===== src/rtl/p2s_frame_sched.sv =====
// p2s_frame_sched: serialises NUM_CH pooled-feature streams onto one output
// bus in interleaved (pixel-major) or planar (channel-major) order, framed by
// start/done/abort, with valid/ready backpressure on every channel.
module p2s_frame_sched #(
  parameter int DATA_W     = 8,
  parameter int NUM_CH     = 3,
  parameter int PIX_PER_CH = 169,
  parameter int CH_W       = $clog2(NUM_CH),
  parameter int PIX_W      = $clog2(PIX_PER_CH)
) (
  input  logic                     clk,
  input  logic                     rst_n,
  input  logic                     start,
  input  logic                     mode,
  input  logic                     abort,
  input  logic [NUM_CH*DATA_W-1:0] s_data,
  input  logic [NUM_CH-1:0]        s_valid,
  output logic [NUM_CH-1:0]        s_ready,
  output logic [DATA_W-1:0]        m_data,
  output logic [CH_W-1:0]          m_ch,
  output logic                     m_first,
  output logic                     m_last,
  output logic                     m_valid,
  input  logic                     m_ready,
  output logic                     busy,
  output logic                     done
);

  typedef enum logic [1:0] {IDLE, RUN, DRAIN} state_t;

  state_t                          state, state_nxt;
  logic                            mode_q;
  logic                            first_pend;
  logic [CH_W-1:0]                 ch_cur;
  logic [PIX_W-1:0]                pix_cnt;
  logic [NUM_CH-1:0][DATA_W-1:0]   lane_data;
  logic [NUM_CH-1:0]               lane_sel;
  logic [DATA_W-1:0]               sel_data;
  logic                            out_free;
  logic                            xfer;
  logic                            ch_last;
  logic                            pix_last;
  logic                            last_xfer;
  logic                            start_ok;
  logic                            drain_ack;

  // Flat input bus viewed as one lane per channel (same bit layout).
  assign lane_data = s_data;

  for (genvar c = 0; c < NUM_CH; c++) begin : g_lane
    assign lane_sel[c] = (ch_cur == CH_W'(c));
  end

  // Output register can take a new beat if empty or being drained this cycle.
  assign out_free  = !m_valid || m_ready;
  // Abort wins over a handshake: the beat offered in an abort cycle is dropped.
  assign xfer      = (|(s_valid & s_ready)) && !abort;
  assign ch_last   = (ch_cur  == CH_W'(NUM_CH - 1));
  assign pix_last  = (pix_cnt == PIX_W'(PIX_PER_CH - 1));
  // Final beat is always (last channel, last pixel) in both orders.
  assign last_xfer = xfer && ch_last && pix_last;
  // The done cycle is already IDLE but still belongs to the finishing frame.
  assign start_ok  = (state == IDLE) && start && !done && !abort;
  assign drain_ack = (state == DRAIN) && m_valid && m_ready && !abort;

  // Selected channel's sample for loading the output register.
  always_comb begin
    sel_data = '0;
    for (int c = 0; c < NUM_CH; c++)
      if (lane_sel[c]) sel_data = lane_data[c];
  end

  // FSM state register.
  always_ff @(posedge clk or negedge rst_n) begin
    if (!rst_n) state <= IDLE;
    else        state <= state_nxt;
  end

  // FSM next-state logic; abort forces IDLE from any state.
  always_comb begin
    state_nxt = state;
    if (abort) begin
      state_nxt = IDLE;
    end else begin
      case (state)
        IDLE:    if (start_ok)           state_nxt = RUN;
        RUN:     if (last_xfer)          state_nxt = DRAIN;
        DRAIN:   if (m_valid && m_ready) state_nxt = IDLE;
        default:                         state_nxt = IDLE;
      endcase
    end
  end

  // FSM outputs: ready only to the granted channel, never looks at s_valid.
  always_comb begin
    s_ready = '0;
    if (state == RUN && out_free) s_ready = lane_sel;
    busy = (state != IDLE);
  end

  // Frame counters: channel/pixel position and the first-beat marker.
  always_ff @(posedge clk or negedge rst_n) begin
    if (!rst_n) begin
      mode_q     <= 1'b0;
      first_pend <= 1'b0;
      ch_cur     <= '0;
      pix_cnt    <= '0;
    end else if (abort) begin
      first_pend <= 1'b0;
      ch_cur     <= '0;
      pix_cnt    <= '0;
    end else if (start_ok) begin
      mode_q     <= mode;
      first_pend <= 1'b1;
      ch_cur     <= '0;
      pix_cnt    <= '0;
    end else if (xfer) begin
      first_pend <= 1'b0;
      if (!mode_q) begin
        ch_cur <= ch_last ? '0 : ch_cur + CH_W'(1);
        if (ch_last) pix_cnt <= pix_last ? '0 : pix_cnt + PIX_W'(1);
      end else begin
        pix_cnt <= pix_last ? '0 : pix_cnt + PIX_W'(1);
        if (pix_last) ch_cur <= ch_last ? '0 : ch_cur + CH_W'(1);
      end
    end
  end

  // Output beat register: load on transfer, hold while stalled, empty on accept.
  always_ff @(posedge clk or negedge rst_n) begin
    if (!rst_n) begin
      m_data  <= '0;
      m_ch    <= '0;
      m_first <= 1'b0;
      m_last  <= 1'b0;
      m_valid <= 1'b0;
    end else if (abort) begin
      m_valid <= 1'b0;
    end else if (xfer) begin
      m_data  <= sel_data;
      m_ch    <= ch_cur;
      m_first <= first_pend;
      m_last  <= ch_last && pix_last;
      m_valid <= 1'b1;
    end else if (m_valid && m_ready) begin
      m_valid <= 1'b0;
    end
  end

  // One-cycle completion pulse after the last beat leaves.
  always_ff @(posedge clk or negedge rst_n) begin
    if (!rst_n) done <= 1'b0;
    else        done <= drain_ack;
  end

endmodule


===== config.mk =====
export PLATFORM = sky130hd
export DESIGN_NAME = p2s_frame_sched
export DESIGN_NICKNAME = d
export VERILOG_FILES = /design/src/rtl/p2s_frame_sched.sv
export SDC_FILE = /design/constraint.sdc
export NUM_CORES = 1
export LEC_CHECK = 0
export ABC_AREA = 1
export CAP_MARGIN = 5
export CORE_MARGIN = 2
export CORE_UTILIZATION = 51
export DETAILED_ROUTE_END_ITERATION = 16
export GPL_TIMING_DRIVEN = 0
export PLACE_DENSITY = 0.85
export SLEW_MARGIN = 5
export SYNTH_ARGS = -nofsm -noshare
export SYNTH_HDL_FRONTEND = slang
export SYNTH_SLANG_ARGS = --single-unit
export TNS_END_PERCENT = 5

===== constraint.sdc =====
create_clock -name clk -period 3.23 [get_ports clk]
set_input_delay 0.646 -clock clk [delete_from_list [all_inputs] [get_ports clk]]
set_output_delay 0.646 -clock clk [all_outputs]
set_load 0.05 [all_outputs]

==> results_dict.tcl <==
set metrics [dict create \
    outcome "finished clean" \
    dr.pass1.iters 4 \
    die-height_um 62.17 \
    num_vias 1712 \
    p_total_uw 1152 \
    area_growth_pct 35.24 \
    grtUsageTotal 0.2524 \
    dp_cells 324 \
    crit_type "input pin to output pin" \
    grt_pass1_vias 1706 \
    grt_util_met1 0.3384 \
    critPathRequiredTime_ns 2.58 \
    avgSynthCellArea_um2 7.568 \
    cts_max_level 1 \
    end_kind "output pin" \
    power_frac_clock 0.203 \
    combPwrFrac 0.419 \
    synth_seq_cells 28 \
    diodes 0 \
    synth_top_area_share 0.4061 \
    synth-simple-area-share 0.3916 \
    arrival_ns 2.48 \
    cts_tree "yes" \
    synth_top_family_by_area "simple AND/OR/NAND/NOR gates" \
    clock_path_buffers 2 \
    final-setup-viol-count 0 \
    synth-xor-area-share 0.005076 \
    fin_nets 318 \
    synth_edf_count 0 \
    synth.most_common_cell "nand2_1" \
    insertion_delay_ns 0.34 \
    synth_top_flop_cell "dfrtp_1" \
    cts_buffers 3 \
    slew_headroom 0.5759 \
    cts_sinks 28 \
    switching_share 0.3898 \
    yosysWarnings 0 \
    initial_core_util 0.5253 \
    drc 0 \
    worstSetupStartpointType "input pin" \
    syn-cell-area_um2 1725 \
    post_drt_wl_per_cell_um 13.42 \
    die_area_um2 3864 \
    p_switching_uw 449.0 \
    fin_crit_sh 0.9677 \
    port_buffers 50 \
    synthCells 228 \
    grt_pass1_wl_um 7948 \
    synthMuxAreaShare 0 \
    power.leakage_uw 0.001091 \
    r2r_setup_slack_ns 1.40 \
    hold_viol 0 \
    maxSlewViolCount 0 \
    drv_cap 0 \
    antenna_left 0 \
    fp.dieW_um 62.17 \
    postCtsHoldBufs 0 \
    root_buffer "clkbuf_4" \
    finClkSkew_ns 0.02021 \
    met3_usage 0.04710 \
    drt_iter0_markers 81 \
    antenna_found_initial 0 \
    synth_compound_area_frac 0.09645 \
    synthArstFlopShare 1.000 \
    synth_largest_area_cell "dfrtp_1" \
    worstReg2RegEnd "m_data[4]" \
    synthAdderAreaFrac 0.01450 \
    p_per_area_nw_per_um2 493.7 \
    layout_min_cycle_time_ns 3.126 \
    ir_worst_vdd_mv 0.2713 \
    synthTopCellsByCount "nand2_1 (66), dfrtp_1 (28), inv_1 (24), nand3_1 (24), nor2_1 (22)" \
    nFillCells 266 \
    hold_path_class "input pin to asynchronous set/reset pin" \
    worst_pin_slew_ns 0.6362 \
    drt-total-wl_um 4401 \
    clkTransAtPathRegs_ns 0.16 \
    grt_max_degree 29 \
    timing.rr.start "ch_cur[1]" \
    layout.cells.non_filler 328 \
    dpl.hpwl_um 3364 \
    top_usage_layer "met2" \
    drive_above_1_share 0.1028 \
    overflow 0 \
    fin_setup_tns_ns 0 \
    p_int_uw 703.0 \
    clock.fmax_mhz 319.9 \
    synthTopCellsByArea "dfrtp_1 (41%), nand2_1 (14%), nand3_1 (7.0%)" \
    gp_congestion 0.8569 \
    synth_seq_area_share 0.4061 \
    routed_via_density 5.220 \
    r2r_cells 7 \
    met2_usage 0.4103 \
    path_max_fanout 5 \
    std_cell_rows 21 \
    coreArea_um2 3284 \
    syn-num-nets 263 \
    pin_count 51 \
    synth_cell_type_count 26 \
    seqPwrFrac 0.379 \
]
[per-stage QoR]
step	instance area (um2)	hold WS, ns	util	setup slack [ns]
3_3_place_gp	2283	0.4142	0.6952	0.05920
6_report	2333	0.2903	0.7105	0.1043
5_1_grt	2333	0.3334	0.7105	-0.01108
3_5_place_dp	2283	0.4223	0.6952	0.07815
2_1_floorplan	1725	0.3504	-	0.5413
4_1_cts	2336	0.4417	0.7112	0.07583
[routing by layer]
metal | wire [um] | vias up | part of all wire
met1 | 1967 | 802 | 0.45
li1 | - | 855 | -
met5 | 0 | - | 0
met3 | 235 | 4 | 0.053
met4 | 51 | 0 | 0.012
met2 | 2146 | 51 | 0.49
[power groups by stage]
stage | sequential, uW | combinational (uW) | clock, uW
final | 436 | 482 | 233
after global routing | 443 | 520 | 251
after CTS | 435 | 485 | 240
after detailed placement | 442 | 484 | 0
after global placement | 438 | 478 | 0
after floorplan | 590 | 157 | 0
[cells by family (layout without fill, tap and decap cells)]
group	Yosys count	in the layout
AOI/OAI and AO/OA	25	25
DFF	28	28
adders and majority gates	2	2
and+or+nand+nor	139	139
buffers and inverters	33	87
xor gates and xnor gates	1	1
[worst max-delay path by stage]
stage / startpoint / end / slack (ns) / depth (start not counted)
6_report: m_ready / s_ready[1] / 0.10 / 6
5_1_grt: m_ready / s_ready[1] / -0.01 / 6
4_1_cts: m_ready / s_ready[0] / 0.08 / 6
3_5_place_dp: m_ready / s_ready[0] / 0.08 / 6
3_3_place_gp: m_ready / s_ready[0] / 0.06 / 6
2_1_floorplan: m_ready / s_ready[0] / 0.54 / 4
[critical path, stage by stage]
cell and delay (ns):
clkdlybuf4s50_1 0.47, inv_1 0.04, nand2_1 0.23, nand2_1 0.15, nor2_1 0.12, clkdlybuf4s50_1 0.82
[layout by cell type, fill, tap and decap left out, types with 6 or more instances in the layout]
cell type / n
nand4_1: 9
o21ai_2: 6
clkdlybuf4s50_1: 48
dfrtp_1: 28
inv_1: 24
nor2_1: 22
nand2_1: 66
nand3_1: 24
[flip-flops by register name, summed over array words and instances, names as in the netlist]
name and cells:
m_first 1, m_valid 1, m_ch 2, ch_cur 2, m_last 1, done 1
first_pend 1, mode_q 1, pix_cnt 8, state 2, m_data 8
[layout make-up]
class | count | area [um2] | area share
multi-input combinational | 167 | 875.8 | 0.3753
sequential | 28 | 700.7 | 0.3003
timing repair buffer | 50 | 498.0 | 0.2134
tap | 46 | 57.56 | 0.02466
inverter | 25 | 93.84 | 0.04021
clock buffer | 3 | 22.52 | 0.009651
clock inverter | 1 | 30.03 | 0.01287
buffer | 8 | 55.05 | 0.02359
[repair_timing]
action                     in CTS  in global routing
setup buffers                   0                  0
setup endpoints to repair       0                  1
resized for setup               0                  1
(Power assumes the default switching activity.)
